## src/rtl/dark_filter_px.sv

```systemverilog
// Streaming dark-mode filter: per-pixel luma, centred KN-tap box mean, hysteretic invert
// decision, sync/DE passed with matched latency, and per-frame inverted-pixel statistics.
module dark_filter_px #(
    parameter int DW = 8,
    parameter int KN = 21,
    parameter int CW = 22
) (
    input  logic            vin_clk_i,
    input  logic            rst_n,
    input  logic            vin_hs_i,
    input  logic            vin_vs_i,
    input  logic            vin_de_i,
    input  logic [3*DW-1:0] vin_data_i,
    input  logic [1:0]      mode_i,
    input  logic [DW-1:0]   thr_i,
    input  logic [DW-1:0]   hyst_i,
    output logic            vout_hs_o,
    output logic            vout_vs_o,
    output logic            vout_de_o,
    output logic [3*DW-1:0] vout_data_o,
    output logic            mask_o,
    output logic [CW-1:0]   frame_inv_cnt_o,
    output logic            frame_done_o
);
    localparam int HW = (KN - 1) / 2;
    localparam int SW = DW + $clog2(KN);
    localparam int PW = 3 * DW;
    localparam int ND = HW + 3;

    // Weights sum to 256, so the shifted result always fits in DW bits.
    function automatic logic [DW-1:0] luma_f(input logic [PW-1:0] px);
        logic [DW+7:0] acc;
        acc = (DW+8)'(px[3*DW-1:2*DW]) * (DW+8)'(9'd77)
            + (DW+8)'(px[2*DW-1:DW])   * (DW+8)'(9'd150)
            + (DW+8)'(px[DW-1:0])      * (DW+8)'(9'd29);
        return DW'(acc >> 8);
    endfunction

    logic [1:0]    mode_q;
    logic [DW-1:0] thr_q, hyst_q;
    logic          vs_in_q;
    logic [SW-1:0] hi_q, lo_q, hi_d, lo_d;
    logic [DW:0]   up_s;
    logic [DW-1:0] y_q, x_s;
    logic [2:0]    ctl_q [ND];
    logic [PW-1:0] dat_q [ND];
    logic [DW-1:0] win_q [KN];
    logic [SW-1:0] s_q;
    logic          ge_hi_q, lt_lo_q, inv_st_q, inv_st_d, inv_base_s;
    logic [2:0]    dctl_s;
    logic [PW-1:0] ddat_s, data_d;
    logic          mask_d, vs_rise_s;
    logic          vout_hs_q, vout_vs_q, vout_de_q, mask_q, fdone_q;
    logic [PW-1:0] vout_data_q;
    logic [CW-1:0] cnt_q, fcnt_q;

    // Config shadow: sampled only on the input-side vsync rising edge
    always_ff @(posedge vin_clk_i or negedge rst_n) begin
        if (!rst_n) begin
            vs_in_q <= 1'b0;
            mode_q  <= 2'd0;
            thr_q   <= {1'b1, {(DW-1){1'b0}}};
            hyst_q  <= '0;
            hi_q    <= '0;
            lo_q    <= '0;
        end else begin
            vs_in_q <= vin_vs_i;
            if (vin_vs_i && !vs_in_q) begin
                mode_q <= mode_i;
                thr_q  <= thr_i;
                hyst_q <= hyst_i;
            end
            hi_q <= hi_d;
            lo_q <= lo_d;
        end
    end

    // Window-sum thresholds, pre-multiplied by KN so the mean never needs a divide
    always_comb begin
        up_s = {1'b0, thr_q} + {1'b0, hyst_q};
        if (up_s[DW]) hi_d = SW'({DW{1'b1}}) * SW'(KN);
        else          hi_d = SW'(up_s[DW-1:0]) * SW'(KN);
        if (thr_q >= hyst_q) lo_d = SW'(thr_q - hyst_q) * SW'(KN);
        else                 lo_d = '0;
    end

    // Input capture: luma plus the delay line carrying sync/DE/data to the decision stage
    always_ff @(posedge vin_clk_i or negedge rst_n) begin
        if (!rst_n) begin
            y_q <= '0;
            for (int i = 0; i < ND; i++) begin
                ctl_q[i] <= 3'b000;
                dat_q[i] <= '0;
            end
        end else begin
            y_q      <= luma_f(vin_data_i);
            ctl_q[0] <= {vin_hs_i, vin_vs_i, vin_de_i};
            dat_q[0] <= vin_data_i;
            for (int i = 1; i < ND; i++) begin
                ctl_q[i] <= ctl_q[i-1];
                dat_q[i] <= dat_q[i-1];
            end
        end
    end

    // Blanking feeds zeros, so line edges see only their own active pixels
    always_comb begin
        if (ctl_q[0][0]) x_s = y_q;
        else             x_s = '0;
    end

    // Running box sum plus the registered threshold compares
    always_ff @(posedge vin_clk_i or negedge rst_n) begin
        if (!rst_n) begin
            for (int i = 0; i < KN; i++) win_q[i] <= '0;
            s_q     <= '0;
            ge_hi_q <= 1'b0;
            lt_lo_q <= 1'b0;
        end else begin
            win_q[0] <= x_s;
            for (int i = 1; i < KN; i++) win_q[i] <= win_q[i-1];
            s_q     <= s_q + SW'(x_s) - SW'(win_q[KN-1]);
            ge_hi_q <= (s_q >= hi_q);
            lt_lo_q <= (s_q < lo_q);
        end
    end

    // Hysteretic decision, mode mux and frame-boundary detection
    always_comb begin
        dctl_s = ctl_q[ND-1];
        ddat_s = dat_q[ND-1];
        if (dctl_s[0] && !vout_de_q) inv_base_s = 1'b0;
        else                         inv_base_s = inv_st_q;
        inv_st_d = inv_base_s;
        if (dctl_s[0]) begin
            if (!inv_base_s && ge_hi_q)     inv_st_d = 1'b1;
            else if (inv_base_s && lt_lo_q) inv_st_d = 1'b0;
            else                            inv_st_d = inv_base_s;
        end else begin
            inv_st_d = inv_base_s;
        end
        mask_d = 1'b0;
        case (mode_q)
            2'd1:       mask_d = dctl_s[0];
            2'd2, 2'd3: mask_d = dctl_s[0] & inv_st_d;
            default:    mask_d = 1'b0;
        endcase
        data_d = ddat_s;
        if (!dctl_s[0])          data_d = ddat_s;
        else if (mode_q == 2'd3) data_d = mask_d ? {PW{1'b1}} : {PW{1'b0}};
        else if (mask_d)         data_d = ~ddat_s;
        else                     data_d = ddat_s;
        vs_rise_s = dctl_s[1] & ~vout_vs_q;
    end

    // Output registers and per-frame statistics
    always_ff @(posedge vin_clk_i or negedge rst_n) begin
        if (!rst_n) begin
            inv_st_q    <= 1'b0;
            vout_hs_q   <= 1'b0;
            vout_vs_q   <= 1'b0;
            vout_de_q   <= 1'b0;
            vout_data_q <= '0;
            mask_q      <= 1'b0;
            cnt_q       <= '0;
            fcnt_q      <= '0;
            fdone_q     <= 1'b0;
        end else begin
            inv_st_q    <= inv_st_d;
            vout_hs_q   <= dctl_s[2];
            vout_vs_q   <= dctl_s[1];
            vout_de_q   <= dctl_s[0];
            vout_data_q <= data_d;
            mask_q      <= mask_d;
            if (vs_rise_s) begin
                fcnt_q  <= cnt_q;
                fdone_q <= 1'b1;
                cnt_q   <= {{(CW-1){1'b0}}, mask_d};
            end else begin
                fdone_q <= 1'b0;
                if (mask_d && (cnt_q != {CW{1'b1}})) cnt_q <= cnt_q + {{(CW-1){1'b0}}, 1'b1};
                else                                 cnt_q <= cnt_q;
            end
        end
    end

    assign vout_hs_o       = vout_hs_q;
    assign vout_vs_o       = vout_vs_q;
    assign vout_de_o       = vout_de_q;
    assign vout_data_o     = vout_data_q;
    assign mask_o          = mask_q;
    assign frame_inv_cnt_o = fcnt_q;
    assign frame_done_o    = fdone_q;
endmodule

```

## config.mk

```make
export PLATFORM = sky130hd
export DESIGN_NAME = dark_filter_px
export DESIGN_NICKNAME = d
export VERILOG_FILES = /design/src/rtl/dark_filter_px.sv
export SDC_FILE = /design/constraint.sdc
export NUM_CORES = 1
export LEC_CHECK = 0
export ABC_CLOCK_PERIOD_IN_PS = 4400
export CAP_MARGIN = 20
export CELL_PAD_IN_SITES_DETAIL_PLACEMENT = 1
export CELL_PAD_IN_SITES_GLOBAL_PLACEMENT = 1
export CORE_MARGIN = 2
export CORE_UTILIZATION = 45
export CTS_CLUSTER_SIZE = 12
export DETAILED_ROUTE_END_ITERATION = 6
export GPL_ROUTABILITY_DRIVEN = 0
export PLACE_DENSITY_LB_ADDON = 0.1
export SLEW_MARGIN = 20
export SYNTH_ARGS = -nofsm -noshare
export SYNTH_HDL_FRONTEND = slang
export SYNTH_SLANG_ARGS = --single-unit
```

## constraint.sdc

```tcl
create_clock -name vin_clk_i -period 4.4 [get_ports vin_clk_i]
set_input_delay 0.88 -clock vin_clk_i [delete_from_list [all_inputs] [get_ports vin_clk_i]]
set_output_delay 0.88 -clock vin_clk_i [all_outputs]
set_load 0.01 [all_outputs]
```

==> impl_metrics.prom, run 1 <==
# TYPE chip_impl_metric gauge
chip_impl_info{name="status",value="finished, violations left"} 1
chip_impl_metric{name="io-pin-count",unit=""} 98
chip_impl_info{name="clockRootBuffer",value="sky130_fd_sc_hd__clkbuf_16"} 1
chip_impl_metric{name="syn-mean-instance-area",unit="um2"} 14.4
chip_impl_metric{name="floorplan.initialDensity",unit="%"} 45.6
chip_impl_metric{name="ff_latch_area",unit="mm2"} 0.0165
chip_impl_info{name="cp_launch_type",value="primary input"} 1
chip_impl_metric{name="finish.cell_count_without_fillers",unit=""} 2714
chip_impl_metric{name="cp.buffers_inverters",unit=""} 5
chip_impl_metric{name="area_occupied_by_multi_input_gates",unit="mm2"} 0.00779
chip_impl_info{name="cpMaxStageDelayCell",value="sky130_fd_sc_hd__fa_1"} 1
chip_impl_metric{name="cts.htree.levels",unit=""} 3
chip_impl_metric{name="max_cap_viols",unit=""} 0
chip_impl_metric{name="number_of_antenna_violations_at_the_first_check_in_global_routing",unit=""} 0
chip_impl_metric{name="fin_crit_sh",unit="%"} 126
chip_impl_metric{name="ant_nets",unit=""} 0
chip_impl_metric{name="setup-violations-final",unit=""} 8
chip_impl_metric{name="fin_crit",unit="ps"} 5550
chip_impl_metric{name="groute.usage.overall",unit="%"} 18.1
chip_impl_info{name="min_path_type",value="primary input to asynchronous set/reset pin"} 1
chip_impl_metric{name="critPathArrivalTime",unit="ps"} 6010
chip_impl_metric{name="slew_viol_final",unit=""} 0
chip_impl_metric{name="post_synth_inst_count",unit=""} 1708
chip_impl_metric{name="synth-async-reset-ratio",unit="%"} 100
chip_impl_metric{name="path_clk_slew",unit="ps"} 60
chip_impl_metric{name="die_outline_area",unit="mm2"} 0.0565
chip_impl_metric{name="finish.net_count",unit=""} 2292
chip_impl_metric{name="core_area",unit="mm2"} 0.0539
chip_impl_metric{name="mappedNetlistNets",unit=""} 2019
chip_impl_metric{name="grt_start_max_net_pins",unit=""} 126
chip_impl_metric{name="synth_top_area_share",unit="%"} 67.1
chip_impl_metric{name="distinct_cells_synth",unit=""} 64
chip_impl_metric{name="tightest_slew",unit="ps"} 1040
chip_impl_info{name="primary_flip_flop_cell_chosen_by_synthesis_mapping",value="sky130_fd_sc_hd__dfrtp_1"} 1
chip_impl_metric{name="ys_seq_elements",unit=""} 660
chip_impl_metric{name="grt_pass1_vias",unit=""} 15000
chip_impl_metric{name="nFillCells",unit=""} 5221
chip_impl_metric{name="final_hold_viol_count",unit=""} 0
chip_impl_metric{name="first_pass_drt_iterations",unit=""} 4
chip_impl_metric{name="cp_slowest_stage_delay",unit="ps"} 510
chip_impl_metric{name="cts_inserted_buffers",unit=""} 71
chip_impl_metric{name="final_core_utilization",unit="%"} 56.0
chip_impl_info{name="synth_common_cells",value="sky130_fd_sc_hd__dfrtp_1, sky130_fd_sc_hd__inv_1, sky130_fd_sc_hd__ha_1, sky130_fd_sc_hd__nand2_1, sky130_fd_sc_hd__fa_1"} 1
chip_impl_metric{name="dr_total_vias",unit=""} 12900
chip_impl_info{name="most_frequent_cell_after_synthesis",value="sky130_fd_sc_hd__dfrtp_1"} 1
chip_impl_metric{name="final_layout_size_suffix_gt1_share",unit="%"} 17.7
chip_impl_metric{name="die_span_x",unit="um"} 238
chip_impl_metric{name="area_growth_syn_to_layout",unit="%"} 22.9
chip_impl_metric{name="relSlewSlack",unit="%"} 30.2
chip_impl_metric{name="grt_pass1_wl",unit="mm"} 79.9
chip_impl_metric{name="n_antenna_cell",unit=""} 0
chip_impl_metric{name="place.detailed.hpwl",unit="mm"} 31.0
chip_impl_metric{name="drt-total-wl",unit="mm"} 48.6
chip_impl_info{name="criticalPathCategory",value="primary input to flop"} 1
chip_impl_metric{name="clock_path_buffers",unit=""} 3
chip_impl_metric{name="num_rows",unit=""} 85
chip_impl_info{name="worst_setup_path_end_kind",value="flop"} 1
chip_impl_metric{name="yosysSeqAreaShare",unit="%"} 67.2
chip_impl_metric{name="cts.sink_count",unit=""} 660
chip_impl_metric{name="skew",unit="ps"} 31.7
chip_impl_metric{name="timing.hold.ws",unit="ps"} 201
chip_impl_metric{name="synth-edff-count",unit=""} 0
chip_impl_metric{name="worstPathMaxFanout",unit=""} 3
chip_impl_metric{name="stdcell_area",unit="mm2"} 0.0302
chip_impl_info{name="synth_largest_area_cell",value="sky130_fd_sc_hd__dfrtp_1"} 1
chip_impl_metric{name="cp_data_required_time",unit="ps"} 4850
chip_impl_info{name="cells_along_the_critical_path",value="buf_8 > ha_4 > ha_4 > ha_4 > inv_2 > fa_1 > inv_2 > ha_4 > nand2_2 > o21ai_2 > nor2_2 > xnor2_2 > fa_1 > fa_1 > inv_2 > fa_1 > fa_1 > inv_2 > ha_4 > a21o_1 > o21ai_2 > nand2_2 > a41oi_2 > xnor2_1"} 1
chip_impl_metric{name="dpl_cell_area",unit="mm2"} 0.0273
chip_impl_info{name="cts_tree",value="done"} 1
chip_impl_metric{name="port_buffers",unit=""} 97
chip_impl_metric{name="p_leak",unit="nW"} 14.7
chip_impl_metric{name="viasPerCell",unit=""} 4.76
chip_impl_metric{name="grt_overflow",unit=""} 0
chip_impl_info{name="rsz0062_at_grt",value="yes"} 1
chip_impl_metric{name="clk_latency",unit="ps"} 590
chip_impl_metric{name="ir_worst_vdd",unit="uV"} 900
chip_impl_metric{name="setup-tns-final",unit="ps"} -8720
chip_impl_metric{name="synth_warnings",unit=""} 0
chip_impl_metric{name="cts_hold_buffers",unit=""} 0
chip_impl_metric{name="post-route-drc-count",unit=""} 0
chip_impl_metric{name="dp_cells",unit=""} 2582
chip_impl_metric{name="routed_wire_length_per_instance",unit="um"} 17.9
chip_impl_info{name="largest_cells_by_area_after_synthesis",value="sky130_fd_sc_hd__dfrtp_1, sky130_fd_sc_hd__ha_1, sky130_fd_sc_hd__fa_1"} 1
chip_impl_metric{name="die_height",unit="um"} 238
chip_impl_metric{name="setup_slack",unit="ps"} -1150
chip_impl_metric{name="synth.cell_area",unit="mm2"} 0.0246
chip_impl_info{name="worst_path_dominant_cell_family",value="adder cells"} 1
chip_impl_metric{name="pwr_density_cell",unit="mW/mm2"} 835
chip_impl_metric{name="detailedRoute.firstIterationViolations",unit=""} 470
chip_impl_metric{name="max_clock_freq",unit="GHz"} 0.180
chip_impl_info{name="violated_checks",value="negative setup slack"} 1
[registers in the layout (all words and copies together) (netlist names), 8 cells and up]
name,flops
y_q,8
lo_q,13
ddat_s,24
ctl_q,36
dat_q,288
thr_q,8
win_q,168
vout_data_o,24
cnt_q,22
s_q,13
hyst_q,8
hi_q,13
frame_inv_cnt_o,22
[area by class of cell]
type                       count  share of cell area (%)
tap                          696                    2.88
clock inverter                15                   0.663
inverter                     215                    2.67
timing repair buffer         222                    6.72
clock buffer                  95                    6.55
sequential                   660                    54.7
multi-input combinational    811                    25.8
[cell usage in the layout, fill, tap and decap left out, types with 12 or more instances in the layout]
cell type / n
sky130_fd_sc_hd__dfrtp_1: 658
sky130_fd_sc_hd__inv_1: 198
sky130_fd_sc_hd__ha_1: 161
sky130_fd_sc_hd__nand2_1: 132
sky130_fd_sc_hd__buf_4: 116
sky130_fd_sc_hd__clkdlybuf4s50_1: 89
sky130_fd_sc_hd__clkbuf_16: 72
sky130_fd_sc_hd__fa_1: 69
sky130_fd_sc_hd__nor2_1: 66
sky130_fd_sc_hd__xor2_1: 56
sky130_fd_sc_hd__xnor2_1: 27
sky130_fd_sc_hd__o21ai_0: 26
sky130_fd_sc_hd__ha_4: 26
sky130_fd_sc_hd__a21oi_1: 24
sky130_fd_sc_hd__a21oi_2: 16
sky130_fd_sc_hd__inv_2: 16
sky130_fd_sc_hd__a21o_1: 14
sky130_fd_sc_hd__nor2b_1: 14
sky130_fd_sc_hd__clkbuf_1: 14
sky130_fd_sc_hd__nand2b_1: 12
[worst paths after layout]
| path | start | end | slack [ps] | cells past startpoint |
|---|---|---|---|---|
| worst max-delay path | vin_data_i[13] | y_q[7] | -1150 | 24 |
| worst max register to register | hyst_q[1] | lo_q[11] | 30 | 21 |
| min in group vin_clk_i | win_q[127] | win_q[119] | 340 | 0 |
| worst min register to register | win_q[127] | win_q[119] | 340 | 0 |
| max in group asynchronous | rst_n | ddat_s[23] | 3020 | 3 |
| worst min-delay path | rst_n | frame_inv_cnt_o[19] | 200 | 1 |
[metal layers]
metal	GRT usage [%]	share of wire, %
met1	23.0	43
met2	32.0	52
met3	3.03	2.8
met4	5.60	2.4
met5	0	0
[cells by family (layout without fill, tap and decap cells)]
family | Yosys count | after routing | synth area share [%]
compound gates | 143 | 143 | 3.82
xor+xnor | 94 | 94 | 3.35
fa+ha+maj | 264 | 264 | 15.7
buf+inv | 237 | 547 | 3.69
flops | 660 | 660 | 67.2
mux | 11 | 11 | 0.499
simple gates | 299 | 299 | 5.71
[through the flow]
stage / worst slack, ps / total power (W)
final: -1150 / 0.0252
after global routing: -1310 / 0.0273
after CTS: -1170 / 0.0243
after detailed placement: -2310 / 0.0176
after global placement: -2210 / 0.0171
after floorplan: -1480 / 0.0143
[what timing repair did]
action / CTS / global route
cloned: 0 / 0
pin swaps: 46 / 72
endpoints found under the setup margin: 13 / 17
gates resized for setup: 71 / 63
setup buffers: 8 / 15
[report_power, final]
group          internal, W  total, W  switching, W  leakage, nW
Combinational      0.00599    0.0120       0.00606         5.58
Sequential         0.00711   0.00756      0.000442         8.03
Clock              0.00323   0.00561       0.00238         1.06
(Power assumes the default switching activity.)
==> run 2, diff against run 1 <==
--- a/constraint.sdc
+++ b/constraint.sdc
@@ -3,2 +3,2 @@
 set_output_delay 0.88 -clock vin_clk_i [all_outputs]
-set_load 0.01 [all_outputs]
+set_load 0.05 [all_outputs]
==> results of run 2 <==
The final DEF is identical to that of run 1. Status: finished, violations left: negative setup slack.
Main changes from that run: total power 0.0252 W -> 0.0255 W
==> run 3, diff against run 2 <==
- CTS_CLUSTER_DIAMETER: unset -> 120
==> run 3 against run 2 <==
Net effect:
- the flow still finishes with violations (negative setup slack)
- sequential share of layout area up 1.1 points
- final area down 1.9%
- first-iteration DRC count up 26%
- sequential power about the same
- critical path type unchanged
==> impl_metrics.prom, run 3 (synthesis gave the netlist of run 1 again) <==
# TYPE chip_impl_metric gauge
chip_impl_metric{name="drt-total-wl",unit="mm"} 48.2
chip_impl_info{name="min_path_type",value="primary input to asynchronous set/reset pin"} 1
chip_impl_info{name="final_cell_mix",value="sky130_fd_sc_hd__dfrtp_1, sky130_fd_sc_hd__inv_1, sky130_fd_sc_hd__ha_1"} 1
chip_impl_metric{name="grt_start_max_net_pins",unit=""} 126
chip_impl_info{name="cp_launch_type",value="primary input"} 1
chip_impl_metric{name="floorplan.initialDensity",unit="%"} 45.6
chip_impl_metric{name="setup-tns-final",unit="ps"} -8150
chip_impl_metric{name="groute.usage.overall",unit="%"} 17.9
chip_impl_metric{name="grt_use_met1",unit="%"} 23.1
chip_impl_metric{name="grt_pass1_wl",unit="mm"} 78.9
chip_impl_metric{name="area_growth_syn_to_layout",unit="%"} 20.5
chip_impl_metric{name="design_power_total",unit="W"} 0.0241
chip_impl_info{name="layout_commonest_cell",value="sky130_fd_sc_hd__dfrtp_1"} 1
chip_impl_metric{name="setup-violations-final",unit=""} 8
chip_impl_metric{name="ir_worst_vdd",unit="uV"} 753
chip_impl_metric{name="clock_path_buffers",unit=""} 3
chip_impl_metric{name="slew_viol_final",unit=""} 0
chip_impl_metric{name="fin_crit_sh",unit="%"} 125
chip_impl_info{name="largestRegisters",value="dat_q: 288 flops, win_q: 168 flops, ctl_q: 36 flops"} 1
chip_impl_metric{name="io-pin-count",unit=""} 98
chip_impl_metric{name="die_outline_area",unit="mm2"} 0.0565
chip_impl_metric{name="first_pass_drt_iterations",unit=""} 5
chip_impl_info{name="grt.busiest_layer",value="met2"} 1
chip_impl_metric{name="cts_inserted_buffers",unit=""} 60
chip_impl_metric{name="viasPerCell",unit=""} 4.76
chip_impl_metric{name="finish.cell_count_without_fillers",unit=""} 2678
chip_impl_info{name="worst_setup_path_end_kind",value="flop"} 1
chip_impl_metric{name="core_area",unit="mm2"} 0.0539
chip_impl_metric{name="grt_pass1_vias",unit=""} 14700
chip_impl_metric{name="max_cap_viols",unit=""} 0
chip_impl_metric{name="setup_slack_at_placement",unit="ps"} -2310
chip_impl_metric{name="globalRouteMet2Util",unit="%"} 31.9
chip_impl_metric{name="dpl_cell_area",unit="mm2"} 0.0273
chip_impl_metric{name="pwr_density_cell",unit="mW/mm2"} 814
chip_impl_metric{name="routed_wire_length_per_instance",unit="um"} 18.0
chip_impl_metric{name="relSlewSlack",unit="%"} 32.3
chip_impl_info{name="criticalPathCategory",value="primary input to flop"} 1
chip_impl_metric{name="critPathArrivalTime",unit="ps"} 6000
chip_impl_metric{name="post-route-drc-count",unit=""} 0
chip_impl_metric{name="final_hold_viol_count",unit=""} 0
chip_impl_metric{name="nFillCells",unit=""} 5250
chip_impl_metric{name="cts.sink_count",unit=""} 660
chip_impl_metric{name="dp_cells",unit=""} 2582
chip_impl_info{name="rsz0062_at_grt",value="yes"} 1
chip_impl_metric{name="finish.net_count",unit=""} 2283
chip_impl_metric{name="p_leak",unit="nW"} 14.4
chip_impl_metric{name="detailedRoute.firstIterationViolations",unit=""} 593
chip_impl_metric{name="worstPathMaxFanout",unit=""} 3
chip_impl_metric{name="grt.met3_usage",unit="%"} 2.18
chip_impl_metric{name="cts_hold_buffers",unit=""} 0
chip_impl_metric{name="port_buffers",unit=""} 97
chip_impl_metric{name="place.detailed.hpwl",unit="mm"} 31.0
chip_impl_info{name="cts_tree",value="done"} 1
chip_impl_metric{name="final_layout_size_suffix_gt1_share",unit="%"} 16.4
chip_impl_metric{name="clk_latency",unit="ps"} 630
chip_impl_metric{name="path_clk_slew",unit="ps"} 60
chip_impl_metric{name="setup_slack",unit="ps"} -1110
chip_impl_metric{name="tightest_slew",unit="ps"} 1010
chip_impl_info{name="largest_reg_by_ff_count",value="dat_q"} 1
chip_impl_metric{name="fin_crit",unit="ps"} 5510
chip_impl_metric{name="n_antenna_cell",unit=""} 0
chip_impl_metric{name="cp_slowest_stage_delay",unit="ps"} 510
chip_impl_metric{name="max_clock_freq",unit="GHz"} 0.182
chip_impl_metric{name="stdcell_area",unit="mm2"} 0.0296
chip_impl_metric{name="cp_data_required_time",unit="ps"} 4890
chip_impl_info{name="cpMaxStageDelayCell",value="sky130_fd_sc_hd__fa_1"} 1
chip_impl_info{name="status",value="finished, violations left"} 1
chip_impl_metric{name="dr_total_vias",unit=""} 12800
chip_impl_metric{name="number_of_antenna_violations_at_the_first_check_in_global_routing",unit=""} 0
chip_impl_info{name="clockRootBuffer",value="sky130_fd_sc_hd__clkbuf_16"} 1
chip_impl_metric{name="die_height",unit="um"} 238
chip_impl_metric{name="largest_register_ff_count",unit=""} 288
chip_impl_metric{name="num_rows",unit=""} 85
chip_impl_info{name="violated_checks",value="negative setup slack"} 1
chip_impl_metric{name="ant_nets",unit=""} 0
chip_impl_metric{name="skew",unit="ps"} 25.8
chip_impl_metric{name="cts.htree.levels",unit=""} 2
chip_impl_metric{name="grt_overflow",unit=""} 0
chip_impl_metric{name="die_span_x",unit="um"} 238
-- run 3: repair_timing --
action                                  4_1_cts  5_1_grt
pin swaps                                    50       77
buffers inserted                              9       15
endpoints found under the setup margin       13       17
cloned                                        0        0
resized for setup                            70       56
-- run 3: layout make-up --
| class | instances | area (um2) | share of cell area (%) |
|---|---|---|---|
| clock buffers | 69 | 1540 | 5.18 |
| multi-input cells | 811 | 7760 | 26.2 |
| well taps | 696 | 871 | 2.94 |
| repair buffers | 224 | 2040 | 6.88 |
| clock inverters | 3 | 80.1 | 0.270 |
| flip-flops and latches | 660 | 16500 | 55.8 |
| inverters | 215 | 807 | 2.73 |
-- run 3: final timing paths --
kind	from	end	slack, ps	cells past startpoint
min in group vin_clk_i	win_q[55]	win_q[47]	330	0
max reg2reg	thr_q[1]	lo_q[11]	20	20
min reg2reg	win_q[55]	win_q[47]	330	0
max	vin_data_i[11]	y_q[7]	-1110	25
max in group asynchronous	rst_n	dat_q[70]	3040	3
min	rst_n	frame_inv_cnt_o[20]	170	1
-- run 3: per-layer routing --
metal	vias to the layer above	routed length (um)
met5	-	0
met4	0	1020
met3	72	1160
met2	146	25300
met1	6604	20700
li1	5928	-
-- run 3: metrics by stage --
stage	util, %	hold slack (ps)
finish	54.9	174
CTS	54.1	321
detailed placement	50.6	336
floorplan	-	331
global placement	50.6	331
global route	54.9	177
-- run 3: power by group --
| group | total (W) | internal (W) | switching [W] |
|---|---|---|---|
| Combinational | 0.0120 | 0.00583 | 0.00613 |
| Clock | 0.00459 | 0.00244 | 0.00214 |
| Sequential | 0.00755 | 0.00711 | 0.000437 |
| Total | 0.0241 | 0.0154 | 0.00871 |
-- run 3: critical path: cells and delay by family --
kind	cells	cell delay, ps
fa+ha+maj	10	3700
compound gates	4	550
xor+xnor	2	290
simple gates	4	280
buf+inv	5	270
